--- config.mk ---
export PLATFORM = sky130hd
export DESIGN_NAME = inst_buffer
export DESIGN_NICKNAME = d
export VERILOG_FILES = /design/src/rtl/inst_buffer.sv
export SDC_FILE = /design/constraint.sdc
export NUM_CORES = 2
export LEC_CHECK = 0
export CORE_MARGIN = 3
export CORE_UTILIZATION = 25
export CTS_CLUSTER_DIAMETER = 120
export CTS_CLUSTER_SIZE = 20
export DETAILED_ROUTE_END_ITERATION = 12
export PLACE_DENSITY_LB_ADDON = 0.15
export REMOVE_ABC_BUFFERS = 1
export SLEW_MARGIN = 30
export SYNTH_ARGS = -nofsm -noshare
export SYNTH_HDL_FRONTEND = slang
export SYNTH_SLANG_ARGS = --single-unit
--- constraint.sdc ---
create_clock -name clock -period 3.5 [get_ports clock]
set_clock_uncertainty 0.15 [all_clocks]
set_input_delay 0.525 -clock clock [delete_from_list [all_inputs] [get_ports clock]]
set_output_delay 0.525 -clock clock [all_outputs]
set_load 0.03 [all_outputs]
--- src/rtl/inst_buffer.sv ---
// Circular instruction buffer between fetch and decode: multi-lane compacting push, multi-lane head read, flush.
// Optional IB_STATS_EN adds saturating full/empty cycle counters.
module inst_buffer #(
  parameter int DEPTH          = 8,
  parameter int FETCH_WIDTH    = 2,
  parameter int DISPATCH_WIDTH = 2,
  parameter int INST_W         = 32,
  parameter int PC_W           = 32,
  parameter int CNT_W          = $clog2(DEPTH + 1),
  parameter int DATA_W         = INST_W + PC_W + 1
) (
  input  logic                                     clock,
  input  logic                                     reset_n,
  input  logic                                     flush,
  input  logic [FETCH_WIDTH-1:0]                   fetch_valid,
  input  logic [FETCH_WIDTH-1:0][DATA_W-1:0]       fetch_packets,
  input  logic [CNT_W-1:0]                         num_dispatch,
  output logic [DISPATCH_WIDTH-1:0][DATA_W-1:0]    ib_packets,
  output logic [DISPATCH_WIDTH-1:0]                ib_valid,
  output logic [CNT_W-1:0]                         ib_count,
  output logic [CNT_W-1:0]                         ib_free_slots,
  output logic                                     ib_overflow
`ifdef IB_STATS_EN
  ,
  output logic [31:0]                              ib_full_cycles,
  output logic [31:0]                              ib_empty_cycles
`endif
);

  localparam int PTR_W = $clog2(DEPTH);
  localparam logic [CNT_W-1:0] DEPTH_C = CNT_W'(DEPTH);
  localparam logic [CNT_W-1:0] DISP_MAX = CNT_W'(DISPATCH_WIDTH);

  function automatic logic [CNT_W-1:0] min_cnt(input logic [CNT_W-1:0] a, input logic [CNT_W-1:0] b);
    return (a < b) ? a : b;
  endfunction

  logic [DATA_W-1:0] mem [DEPTH];
  logic [PTR_W-1:0]  head;
  logic [PTR_W-1:0]  tail;
  logic [CNT_W-1:0]  count;

  logic [CNT_W-1:0]  free_slots;
  logic [CNT_W-1:0]  num_req;
  logic [CNT_W-1:0]  accepted;
  logic [CNT_W-1:0]  pops;
  logic [CNT_W-1:0]  rank    [FETCH_WIDTH];
  logic [PTR_W-1:0]  wr_idx  [FETCH_WIDTH];
  logic [FETCH_WIDTH-1:0] lane_wr;

  // Push/pop sizing uses start-of-cycle occupancy; slots freed by pops are not reusable this cycle.
  always_comb begin
    free_slots = DEPTH_C - count;
    num_req    = '0;
    for (int i = 0; i < FETCH_WIDTH; i++) begin
      rank[i]    = num_req;
      num_req    = num_req + CNT_W'(fetch_valid[i]);
    end
    accepted = min_cnt(num_req, free_slots);
    pops     = min_cnt(min_cnt(num_dispatch, count), DISP_MAX);
    for (int i = 0; i < FETCH_WIDTH; i++) begin
      wr_idx[i]  = tail + PTR_W'(rank[i]);
      lane_wr[i] = fetch_valid[i] && (rank[i] < accepted);
    end
  end

  always_ff @(posedge clock or negedge reset_n) begin
    if (!reset_n) begin
      head        <= '0;
      tail        <= '0;
      count       <= '0;
      ib_overflow <= 1'b0;
      for (int i = 0; i < DEPTH; i++) mem[i] <= '0;
    end else if (flush) begin
      head  <= '0;
      tail  <= '0;
      count <= '0;
    end else begin
      for (int i = 0; i < FETCH_WIDTH; i++) begin
        if (lane_wr[i]) mem[wr_idx[i]] <= fetch_packets[i];
      end
      head  <= head + PTR_W'(pops);
      tail  <= tail + PTR_W'(accepted);
      count <= count + accepted - pops;
      if (num_req > free_slots) ib_overflow <= 1'b1;
    end
  end

  // Outputs come only from registered state, so reset clears them without waiting for a clock.
  always_comb begin
    ib_count      = count;
    ib_free_slots = free_slots;
    for (int i = 0; i < DISPATCH_WIDTH; i++) begin
      ib_valid[i]   = (CNT_W'(i) < count);
      ib_packets[i] = mem[head + PTR_W'(i)];
    end
  end

`ifdef IB_STATS_EN
  function automatic logic [31:0] sat_inc(input logic [31:0] v);
    return (v == '1) ? v : v + 32'd1;
  endfunction

  always_ff @(posedge clock or negedge reset_n) begin
    if (!reset_n) begin
      ib_full_cycles  <= '0;
      ib_empty_cycles <= '0;
    end else begin
      if (count == DEPTH_C) ib_full_cycles  <= sat_inc(ib_full_cycles);
      if (count == '0)      ib_empty_cycles <= sat_inc(ib_empty_cycles);
    end
  end
`endif

endmodule

# Word-level counts from Yosys, hierarchy flattened
# Index checks and enable logic that the tools add are counted.
[op_classes] add_sub_neg=8 mux=21 n_reduce_logical=5 bitwise_logic=5 order_cmp=14
[op_table] op="$mux W520" count=3
[op_table] op="$bwmux W520" count=2
[op_table] op="$bmux W65 S3" count=2
[op_table] op="$demux W65 S3" count=2
[op_table] op="$mux W65" count=6
[op_table] op="$ge A4 B4 Y1 const B" count=4
[op_table] op="$mux W4" count=4
[op_table] op="$not A3 Y4" count=4
[op_table] op="$lt A1 B4 Y1 const A" count=3
[op_table] op="$lt A4 B1 Y1 const B" count=2
[op_table] op="$add A3 B3 Y3" count=2
[op_table] op="$mux W3" count=2
[op_table] op="$add A4 B4 Y4" count=1
[op_table] op="$gt A2 B4 Y1" count=1
[op_table] op="$logic_and A1 B1 Y1" count=4
[op_table] op="$lt A1 B4 Y1" count=1
[op_table] op="$lt A2 B4 Y1" count=1
[op_table] op="$lt A4 B2 Y1 const B" count=1
[op_table] op="$lt A4 B4 Y1" count=1
[op_table] op="$sub A4 B4 Y4" count=1
[op_table] op="$sub A4 B4 Y4 const A" count=1
[op_table] op="$add A3 B1 Y3" count=1
[op_table] op="$add A3 B1 Y3 const B" count=1
[op_table] op="$add A1 B1 Y2" count=1
[op_table] op="other kinds (2)" count=2
[word_totals] ff_bits=531 wordCells=65 in_bits=139

# Logic depth before layout (Yosys ltp)
[depth] word_depth=10 ltp_mapped=15 depth_no_buf=15

# Least setup slack after synthesis
# Ideal clock, no wire load.
[synth_timing] kind="flip-flop to flip-flop" startpoint="register count[0] (netlist: ib_count[0])" endpoint="register count[3] (netlist: ib_count[3])" slack_ns=-0.282 path_stages_with_launch=14 n_path_buf=0 setup_ns=0.132 arrival_ns=3.500 cell_sequence="dfrtp_1 -> inv_1 -> ha_1 -> inv_1 -> ha_1 -> nor2b_1 -> o2111a_1 -> o22ai_1 -> fa_1 -> ha_1 -> a21o_1 -> a21oi_1 -> xnor2_1 -> nor2_1"
[synth_between] elab_chain_cells=6
[synth_lines] item="from (decl)" line="41" source="logic [CNT_W-1:0] count;"
[synth_lines] item="from (signal assigned)" line="84" source="count <= count + accepted - pops;"
[synth_lines] item="$sub A4 B4 Y4 (*)" line="53" source="free_slots = DEPTH_C - count;"
[synth_lines] item="via ib_free_slots[1]" line="21" source="output logic [CNT_W-1:0] ib_free_slots,"
[synth_lines] item="$lt A2 B4 Y1" line="35" source="return (a < b) ? a : b;"
[synth_lines] item="$mux W4 (*)" line="35"
[synth_lines] item="$add A4 B4 Y4 (*)" line="84"
[synth_lines] item="$sub A4 B4 Y4 (*)" line="84"
[synth_lines] item="$mux W4 (*)" line="74" source="end else if (flush) begin"
# The timed path passes the listed nets; every way through them passes the cells marked *.
# A chain may end at the register's enable or synchronous reset.

==> flow_summary.yaml <==
synth:
  synth_adder_area_share_pct: 0.956
  ys_seq_area_share_pct: 40.6
  synth_simple_gate_area_share_pct: 11.7
  ys.warnings.count: 0
  synth_edf_count: 0
  synth.avg_cell_area_um2: 12.1
  yosys.area.top_type: "dfrtp_1"
  post-synth-top-count-cell: "dfrtp_1"
  yosysUniqueCellTypes: 39
  synth_commonest_cells: "531 x dfrtp_1, 529 x nand3_1, 416 x o221a_2"
  synth_compound_area_share_pct: 18.5
  async_reset_ff_share_pct: 100
  syn_inst: 2693
  synth_xor_area_share_pct: 0.241
  synth_top_family_by_area: "multiplexers"
  synthMuxAreaShare_pct: 22.5
  yosys-top-cells-area: "dfrtp_1 41%, mux4_2 18%, o221a_2 14%"
  synthesis.area_mm2: 0.0327
  synth_flop_cell: "dfrtp_1"
  synth_top_area_share_pct: 40.6
  ys_ff_latch: 531
die:
  ios: 280
  die_height_um: 368
  fp.dieArea_mm2: 0.135
  core_mm2: 0.130
  rows: 132
  die_w_um: 368
  start_util_pct: 25.2
layout:
  drive_gt1_share_pct: 47.1
  post-route-util_pct: 32.2
  final_cells: 4673
  seq_area_mm2: 0.0133
  n_fill_cell: 12900
  final_area_mm2: 0.0417
  nNetsFinal: 3077
  area_growth_pct: 27.6
  multi_input_area_mm2: 0.0181
sta:
  min_period_ns: 3.62
  slew_violations: 0
  post-route-period-util_pct: 104
  final-setup-viol-count: 54
  hold_viol_final: 0
  rsz0062_at_grt: "yes"
  slew_headroom_pct: 46.5
  setup_ws_ns: -0.124
  fin_setup_tns_ns: -3.45
  hold_slack_ns: 0.231
  worst_pin_slew_ns: 0.802
  max_freq_mhz: 276
routing:
  vias_per_cell: 5.90
  ant_nets: 0
  drc: 0
  wl_mm: 151
  routedWlPerCell_um: 32.3
  drt_first_pass_iters: 8
  via_count: 27600
  first_iter_violations: 2660
placement:
  place_ws_ns: -0.646
  port_buffers: 279
  dp_hpwl_mm: 88.2
  gp_congestion: 0.781
  numPlacedInstances: 4546
  place_area_mm2: 0.0393
worst_setup_path:
  setup.worst_path.class: "reg2out"
  critPathTopFamily: "multiplexers"
  cp_data_arrival_time_ns: 2.95
  path_common_cell: "buf_12"
  start_kind: "flop"
  worstPathMaxFanout: 8
  crit_path_end_kind: "output pin"
  cp_slowest_stage_delay_ns: 0.53
  path_cells: "ha_4, buf_12, buf_12, buf_12, mux4_2, mux2_2, buf_4"
  critical_path.slowest_cell: "dfrtp_4"
  required_ns: 2.82
  path_buf_inv: 4
cts:
  clk-insertion-delay-late_ns: 0.60
  cts-htree-levels: 2
  cts_tree: "built"
  clock_path_buffers: 3
  clkTransAtPathRegs_ns: 0.10
  root_buffer: "clkbuf_16"
  cts_sinks: 531
  numCtsBuffers: 34
global_route:
  grt_pass1_vias: 28200
  track_usage_pct: 21.1
  grt_first_pass_wirelength_mm: 212
  grt_start_max_net_pins: 78
  grt.overflow.total: 0
  antenna_found_initial: 10
power:
  p_total_mw: 44.3
  p_comb_share_pct: 64.7
  swShare_pct: 42.8
  p_per_area_mw_per_mm2: 1060
  ir_drop_mv: 0.627
  power.leakage_nw: 15.1
  power.share.clock_pct: 9.9
  power.internal_mw: 25.4
  power.switching_mw: 19.0
  p_seq_share_pct: 25.4
run_status:
  violations: "setup timing"
  outcome: "complete, but fails checks"
min_path:
  min_path_type: "in2reg"
job:
  max-cap-violations: 0
==> logic make-up after synthesis <==
logic type / count (synthesis)
other cells: 2
buf+inv: 408
fa+ha+maj: 22
simple gates: 785
flops: 531
mux: 394
xor+xnor: 9
compound gates: 542
==> flip-flops by register name (all words and copies together) (netlist names) <==
register,cells
ib_overflow,1
head,3
tail,3
mem,520
ib_count,4
==> final cells by class <==
class,instances,area share (%)
Antenna cell,4,0.0240
Clock buffer,37,2.09
Clock inverter,10,0.285
Inverter,18,0.162
Multi-Input combinational cell,1754,43.3
Sequential cell,531,31.9
Tap cell,1742,5.22
Timing Repair Buffer,577,17.1
==> power by group through the flow <==
stage	logic (mW)	clock network, mW	registers (mW)
6_report	28.7	4.40	11.3
5_1_grt	30.1	4.75	11.6
4_1_cts	28.4	4.55	11.2
3_5_place_dp	27.3	0	11.3
3_3_place_gp	27.2	0	11.0
2_1_floorplan	15.9	0	11.0
==> per-layer routing <==
layer	GRT usage [%]	vias up	routed length [um]
met4	4.76	2	3320
met1	29.2	14700	65500
li1	-	11300	-
met5	0	-	13
met2	34.4	1359	71400
met3	3.75	184	10700
==> timing repair <==
| item | CTS | global route |
|---|---|---|
| hold buffers | 1 | 0 |
| resized for setup | 518 | 135 |
| endpoints found under the hold margin | 66 | 0 |
| buffers inserted | 20 | 26 |
| setup endpoints to repair | 349 | 633 |
| pin swaps | 2 | 12 |
| cloned | 14 | 19 |
==> cell usage in the layout, fill, tap and decap left out, types with 5 or more instances in the layout <==
cell               n
dfrtp_1          528
nand3_1          522
o221a_2          416
mux4_2           260
nor2_1           152
clkdlybuf4s50_1  146
buf_4            132
buf_12           117
o221a_1          104
mux2_2           101
or2_2             65
clkbuf_16         51
buf_6             48
buf_2             33
clkbuf_2          32
mux2_4            31
buf_16            20
inv_1             17
ha_1              14
clkdlybuf4s15_2   14
nand2_1            8
buf_8              8
nor3_1             6
nand3_4            6
nor2b_1            5
nor2_4             5
fa_1               5
bufbuf_16          5
==> final timing paths <==
kind                                          from                 endpoint  slack [ns]  depth (start not counted)
max in group asynchronous                  reset_n     mem[325]$_DFFE_PN0N_        1.74                          4
min reg2reg                ib_overflow$_DFFE_PN0P_  ib_overflow$_DFFE_PN0P_        0.33                          1
min in group asynchronous                  reset_n     mem[407]$_DFFE_PN0N_        0.34                          2
max reg2reg                  ib_count[1]$_DFF_PN0_      mem[17]$_DFFE_PN0N_        0.10                         15
max                              head[0]$_DFF_PN0_           ib_packets[86]       -0.12                          7
min                                          flush        head[1]$_DFF_PN0_        0.23                          2
No activity file was read; power rests on OpenSTA's default activity.
